--- config.mk ---
export PLATFORM = sky130hd
export DESIGN_NAME = alarm_msg_scheduler
export DESIGN_NICKNAME = d
export VERILOG_FILES = /design/src/rtl/alarm_msg_scheduler.sv
export SDC_FILE = /design/constraint.sdc
export NUM_CORES = 1
export LEC_CHECK = 0
export ABC_AREA = 1
export CELL_PAD_IN_SITES_DETAIL_PLACEMENT = 2
export CELL_PAD_IN_SITES_GLOBAL_PLACEMENT = 2
export CORE_MARGIN = 2
export CORE_UTILIZATION = 36
export DETAILED_ROUTE_END_ITERATION = 8
export GPL_TIMING_DRIVEN = 0
export HOLD_SLACK_MARGIN = 0.03
export PLACE_DENSITY = 0.81
export SYNTH_ARGS = -nofsm -noshare
export SYNTH_HDL_FRONTEND = slang
export SYNTH_SLANG_ARGS = --single-unit
--- constraint.sdc ---
create_clock -name clk -period 3.37 [get_ports clk]
set_input_delay 0.674 -clock clk [delete_from_list [all_inputs] [get_ports clk]]
set_output_delay 0.674 -clock clk [all_outputs]
set_load 0.005 [all_outputs]
--- src/rtl/alarm_msg_scheduler.sv ---
// Alarm scheduler: latches smoke/vib/bell events and frames them onto a byte UART TX.
// Latency: req sampled at edge E0 -> send_en high in the cycle after E2; bytes paced by over_tx.
// Backpressure: one byte in flight, the next waits for over_tx; bounded by a timeout. Optional macro: ALARM_CHECKSUM_EN.
`timescale 1ns/1ps
module alarm_msg_scheduler #(
    parameter logic [7:0] HDR_BYTE       = 8'hA5,
    parameter int         TX_TIMEOUT_CYC = 50000,
    parameter int         GAP_CYC        = 1000
) (
    input  logic       clk,
    input  logic       rst_n,
    input  logic       req_smoke,
    input  logic       req_vib,
    input  logic       req_bell,
    input  logic       over_tx,
    output logic [7:0] data_tx,
    output logic       send_en,
    output logic       busy,
    output logic [2:0] pend,
    output logic       tx_err
);

    // One timer serves both the handshake timeout and the inter-frame gap.
    localparam int TMAX = (TX_TIMEOUT_CYC > GAP_CYC) ? TX_TIMEOUT_CYC : GAP_CYC;
    localparam int TW   = $clog2(TMAX + 1);
    localparam logic [TW-1:0] TO_LAST  = TW'(TX_TIMEOUT_CYC - 1);
    localparam logic [TW-1:0] GAP_LAST = TW'(GAP_CYC - 1);

`ifdef ALARM_CHECKSUM_EN
    localparam logic [1:0] LAST = 2'd2;   // header, code, checksum
`else
    localparam logic [1:0] LAST = 2'd1;   // header, code
`endif

    typedef enum logic [2:0] {
        IDLE  = 3'd0,
        GRANT = 3'd1,
        SEND  = 3'd2,
        WAIT  = 3'd3,
        GAP   = 3'd4
    } state_t;

    state_t        state;
    state_t        state_nxt;
    logic [TW-1:0] timer;
    logic [1:0]    idx;
    logic [1:0]    idx_nxt;
    logic [1:0]    src;        // 0 smoke, 1 vib, 2 bell
    logic [1:0]    src_nxt;
    logic [2:0]    req_vec;
    logic [2:0]    pend_clr;
    logic [2:0]    pend_rset;
    logic          timeout;
    logic [7:0]    code_nxt;
    logic [7:0]    byte_nxt;

    assign req_vec = {req_bell, req_vib, req_smoke};
    assign tx_err  = timeout;

    // Next-state logic: fixed-priority grant, byte sequencing, timeout and gap handling.
    always_comb begin
        state_nxt = state;
        idx_nxt   = idx;
        src_nxt   = src;
        pend_clr  = 3'b000;
        pend_rset = 3'b000;
        timeout   = 1'b0;
        case (state)
            IDLE: begin
                if (|pend) state_nxt = GRANT;
            end
            GRANT: begin
                if (pend[0])      src_nxt = 2'd0;
                else if (pend[1]) src_nxt = 2'd1;
                else              src_nxt = 2'd2;
                pend_clr  = 3'b001 << src_nxt;
                idx_nxt   = 2'd0;
                state_nxt = SEND;
            end
            SEND: begin
                state_nxt = WAIT;
            end
            WAIT: begin
                if (over_tx) begin
                    if (idx == LAST) begin
                        state_nxt = GAP;
                    end else begin
                        idx_nxt   = idx + 2'd1;
                        state_nxt = SEND;
                    end
                end else if (timer == TO_LAST) begin
                    // Aborted frame: put its source back in the queue for a retry.
                    timeout   = 1'b1;
                    pend_rset = 3'b001 << src;
                    state_nxt = GAP;
                end
            end
            GAP: begin
                if (timer == GAP_LAST) state_nxt = IDLE;
            end
            default: state_nxt = IDLE;
        endcase
    end

    // Byte to load into data_tx when entering SEND.
    always_comb begin
        code_nxt = 8'(src_nxt) + 8'd1;
        case (idx_nxt)
            2'd0:    byte_nxt = HDR_BYTE;
            2'd1:    byte_nxt = code_nxt;
`ifdef ALARM_CHECKSUM_EN
            2'd2:    byte_nxt = HDR_BYTE ^ code_nxt;
`endif
            default: byte_nxt = HDR_BYTE;
        endcase
    end

    // State, timer, pending flags and registered TX outputs.
    always_ff @(posedge clk or negedge rst_n) begin
        if (!rst_n) begin
            state   <= IDLE;
            timer   <= '0;
            idx     <= 2'd0;
            src     <= 2'd0;
            pend    <= 3'b000;
            send_en <= 1'b0;
            busy    <= 1'b0;
            data_tx <= 8'h00;
        end else begin
            state <= state_nxt;
            idx   <= idx_nxt;
            src   <= src_nxt;
            // Timer restarts on every state change and saturates instead of wrapping.
            if (state_nxt != state) timer <= '0;
            else if (~&timer)       timer <= timer + 1'b1;
            // A new request in the same cycle as the grant clear keeps the flag set.
            pend    <= (pend & ~pend_clr) | req_vec | pend_rset;
            send_en <= (state_nxt == SEND);
            busy    <= (state_nxt != IDLE);
            if (state_nxt == SEND) data_tx <= byte_nxt;
        end
    end

endmodule

# ---- Word-level counts from Yosys, hierarchy flattened
# Index checks and enable logic that the tools add are counted.
dict set report totals {
  reg_bits 36
  word_cells 55
  in_bits 6
  out_inout_bits 14
}
dict set report op_classes {
  n_reduce_logical 4
  mux 23
  n_addsub 3
  n_bitwise 4
  n_shift 2
  eq_ne 11
}
# cell n
set ops {}
lappend ops {{16-bit two-way mux} 2}
lappend ops {{3-bit two-way mux} 9}
lappend ops {{16-bit by 1-bit adder with 16-bit output, second input constant} 1}
lappend ops {{16-bit by 10-bit equality test with 1-bit output, second input constant} 1}
lappend ops {{16-bit equality test, second input constant} 1}
lappend ops {{16-bit AND reduction} 1}
lappend ops {{3-bit one-hot mux with 5 select lines} 1}
lappend ops {{2-bit two-way mux} 6}
lappend ops {{3-bit by 2-bit equality test with 1-bit output, second input constant} 3}
lappend ops {{8-bit two-way mux} 1}
lappend ops {{3-bit OR} 2}
lappend ops {{1-bit by 2-bit << shifter with 3-bit output, first input constant} 2}
lappend ops {{2-bit by 1-bit equality test with 1-bit output, second input constant} 2}
lappend ops {{2-bit one-hot mux with 2 select lines} 1}
lappend ops {{2-bit by 1-bit adder with 3-bit output, second input constant} 1}
lappend ops {{3-bit AND} 1}
lappend ops {{3-bit by 1-bit equality test with 1-bit output, second input constant} 1}
lappend ops {{3-bit equality test, second input constant} 1}
lappend ops {{3-bit logical NOT} 1}
lappend ops {{1-bit two-way mux} 3}
lappend ops {{3-bit inequality test} 1}
lappend ops {{3-bit inverter} 1}
lappend ops {{3-bit nonzero test} 1}
lappend ops {{3-bit OR reduction} 1}
lappend ops {{2 further kinds} 2}

# ---- Depth between registers and ports, before layout
dict set report depth {
  word_depth 9
  ltp_mapped 11
  mapped_depth_nobuf 11
}

# ---- Worst setup path before layout
# Ideal clock, no wire load.
dict set report synth_path {
  kind {register to output}
  startpoint {register timer[1]}
  endpoint {output tx_err}
  arrival_time_ns 1.143
  path_buffers 0
  required_time_ns 2.696
  setup_slack_ns 1.553
  path_stages_with_launch 8
  cell_sequence {dfrtp_1 -> ha_1 -> nand2_4 -> inv_1 -> nand2_1 -> nor2_1 -> nand4_2 -> inv_1}
}
dict set report synth_via {
  elab_chain_cells 4
}
# item line_no
set synth_rtl {}
lappend synth_rtl {{from (decl)} 45} ;# logic [TW-1:0] timer;
lappend synth_rtl {{from (signal assigned)} 135} ;# else if (~&timer) timer <= timer + 1'b1;
lappend synth_rtl {{16-bit equality test} 91} ;# end else if (timer == TO_LAST) begin
lappend synth_rtl {{1-bit two-way mux} 91}
lappend synth_rtl {{1-bit two-way mux} 84} ;# if (over_tx) begin
lappend synth_rtl {{1-bit two-way mux} 68} ;# case (state)
lappend synth_rtl {{to (decl)} 20} ;# output logic tx_err
# No other way between the ends.

# ---- Worst setup path after layout
# Same ends and word-level chain as after synthesis.

==> impl_metrics.env <==
export IMPL_slowest_delay_ps=500
export IMPL_synth_cell_types=34
export IMPL_hold_viol_final=0
export IMPL_ioPinCount=20
export IMPL_grt_usage_pct=20.3
export IMPL_synth_top_area_cell="dfrtp_1"
export IMPL_route_vias_total=1723
export IMPL_power_internal_w=0.000853
export IMPL_synthTopCellsByCount="57 x nand2_1, 36 x inv_1, 32 x dfrtp_1"
export IMPL_switching_power_w=0.000617
export IMPL_area_growth_syn_to_layout_pct=17.2
export IMPL_grt_pass1_wl_um=9530
export IMPL_finClkSkew_ps=8.89
export IMPL_cp_required_ps=2700
export IMPL_synth_compound_area_share_pct=6.67
export IMPL_path_cells="ha_1 > nand2_4 > inv_1 > nand2_1 > nor2_1 > nand4_2 > inv_1 > clkdlybuf4s50_1"
export IMPL_synth_area_per_cell_um2=7.91
export IMPL_drtIter0Drc=20
export IMPL_critPathSlowestCell="clkdlybuf4s50_1"
export IMPL_max_slew_margin_pct=49.4
export IMPL_rows=27
export IMPL_p_clk_share_pct=21.3
export IMPL_synth_most_common_cell="nand2_1"
export IMPL_p_leak_nw=1.18
export IMPL_arrival_ps=2150
export IMPL_ys_seq_area_share_pct=39.9
export IMPL_fp_dieArea_um2=6190
export IMPL_tns_ps=0
export IMPL_ys_warn_count=0
export IMPL_final_layout_size_suffix_gt1_share_pct=16.8
export IMPL_worstSetupStartpointType="register"
export IMPL_path_class="reg2out"
export IMPL_first_global_vias=1929
export IMPL_die_h_um=78.7
export IMPL_core_um2=5440
export IMPL_clkLatencyLatePin_ps=300
export IMPL_p_comb_share_pct=42.7
export IMPL_cts_root_buf="clkbuf_8"
export IMPL_rsz0062_at_grt="false"
export IMPL_ys_top_cells_by_area="dfrtp_1 40%, nand2_1 11%, inv_1 6.7%"
export IMPL_synthXorXnorAreaFrac_pct=2.62
export IMPL_cp_top_family="buffers and inverters"
export IMPL_antenna_found_initial=0
export IMPL_diodes=0
export IMPL_cts_resized=0
export IMPL_cts_hold_fix_buffers=0
export IMPL_drcViolationCount=0
export IMPL_cp_end_kind="output pin"
export IMPL_place_area_um2=2260
export IMPL_synthMuxAreaShare_pct=0.498
export IMPL_clkTransAtPathRegs_ps=80
export IMPL_synth_main_ff_cell="dfrtp_1"
export IMPL_synth_top_area_share_pct=39.9
export IMPL_top_usage_layer="met2"
export IMPL_cts_tree="done"
export IMPL_syn_area_um2=2010
export IMPL_cts_sinks=32
export IMPL_dp_cells=344
export IMPL_met1_usage_pct=23.4
export IMPL_final_area_um2=2350
export IMPL_hp_class="in2async"
export IMPL_path_common_cell="inv_1"
export IMPL_fin_util_pct=43.3
export IMPL_drtPass1Iterations=4
export IMPL_synth_top_family_by_area="simple AND/OR/NAND/NOR gates"
export IMPL_portBuffers=16
export IMPL_fin_nets=287
export IMPL_switching_share_pct=42.0
export IMPL_synth_edf_count=0
export IMPL_report_final_slew_viol_count=0
export IMPL_hold_ws_ps=439
export IMPL_maxCapViolations=0
export IMPL_worstMarginPinSlew_ps=759
export IMPL_initial_utilization_pct=36.9
export IMPL_fin_crit_sh_pct=83.9
export IMPL_layoutNonFillerInstCount=352
export IMPL_gp_congestion=0.794
export IMPL_clockBufferDepth=2
export IMPL_crit_fanout=4
export IMPL_wl_um=5510
export IMPL_synth_cells=254
export IMPL_cts_buffers_inserted=5
export IMPL_async_flop_share_pct=100
export IMPL_grt_max_degree=33
export IMPL_synth_fa_ha_area_share_pct=1.25
export IMPL_cp_num_buf_inv=3
export IMPL_finalSetupViolCount=0
export IMPL_htreeDepth=2
export IMPL_avgRoutedWirePerCell_um=15.6
export IMPL_cts_setup_buffers=0
export IMPL_die_w_um=78.7
export IMPL_grt_ovfl_total=0
export IMPL_outcome="complete, no violations"
export IMPL_synth_seq_cells=32
export IMPL_yosys_area_share_simple_pct=39.7
export IMPL_use_met2_pct=36.7
export IMPL_fin_crit_ps=2830
export IMPL_ant_nets=0
export IMPL_dp_final_hpwl_um=4180
export IMPL_grt_met3_usage_pct=4.25
export IMPL_vdd_drop_max_mv=0.302
export IMPL_power_share_sequential_pct=36.0
export IMPL_avgViaCountPerCell=4.89
export IMPL_powerDensity_nw_per_um2=625
export IMPL_fmax_mhz=354
worst register-to-register path, stage by stage (launching register included):
cell and delay, ps:
dfrtp_1 450, inv_1 100, nor2_1 200, nand2_1 170, inv_1 130, nand2_1 80
o21ai_0 150, ha_1 300, inv_1 60, nor2_1 40, nand4_1 100, nand2_1 70
layout by cell type (no fill, tap or decap), types with 2 or more instances in the layout:
master,count
nor2_4,3
nor2_8,2
ha_1,2
dfrtp_1,32
nand4_1,8
a21oi_4,2
nand3_1,26
nand2_1,57
nor2_2,8
xor2_1,5
nand2_2,4
buf_2,2
clkdlybuf4s50_1,15
o21ai_0,9
clkinvlp_4,2
inv_1,36
a21oi_1,5
nand3_4,3
conb_1,3
clkbuf_8,5
inv_2,4
buf_4,4
nor2_1,25
nor3_1,3
o31ai_1,2
routing by layer:
| metal | up-vias | part of all wire (%) |
|---|---|---|
| met5 | - | 0 |
| met4 | 0 | 1.4 |
| met3 | 7 | 1.7 |
| met2 | 13 | 53 |
| met1 | 849 | 44 |
| li1 | 854 | - |
flip-flops by register name, indices dropped and copies added (netlist names):
register / flops
send_en: 1
timer: 16
src: 2
pend: 3
state: 3
busy: 1
idx: 2
data_tx: 4
area by class of cell:
cell class | count | area (um2)
timing repair buffer | 16 | 155
sequential | 32 | 801
inverter | 40 | 150
buffer | 5 | 35.0
clock buffer | 5 | 68.8
fill | 656 | 3090
multi-input combinational | 179 | 1030
tap | 72 | 90.1
clock inverter | 3 | 23.8
per-stage QoR:
stage	setup slack, ps	power, W
2_1_floorplan	1550	0.000944
3_3_place_gp	584	0.00116
3_5_place_dp	585	0.00118
4_1_cts	531	0.00151
5_1_grt	396	0.00159
6_report	542	0.00147
path summary, 6_finish.rpt:
check                               from         end  slack [ps]  depth (start not counted)
worst max-delay path            timer[1]      tx_err         540                          8
worst min-delay path               rst_n   timer[10]         440                          1
worst max register to register  state[0]  data_tx[1]        1410                         11
worst min register to register    src[1]     pend[0]         460                          1
max in group asynchronous          rst_n    state[0]        2440                          1
min in group clk                  src[1]     pend[0]         460                          1
power by group through the flow:
stage               logic [W]  registers (W)  clock network (W)
global placement     0.000625       0.000534                  0
detailed placement   0.000643       0.000538                  0
floorplan            0.000418       0.000525                  0
global route         0.000708       0.000544           0.000342
finish               0.000628       0.000529           0.000313
CTS                  0.000647       0.000533           0.000330
logic make-up (layout without fill, tap and decap cells):
kind of cell,after synthesis,count (layout)
buf+inv,45,69
simple gates,148,148
xor+xnor,6,6
fa+ha+maj,2,2
mux,1,1
flops,32,32
compound gates,19,19
other cells,1,3
Power figures use the tool's default switching activity.
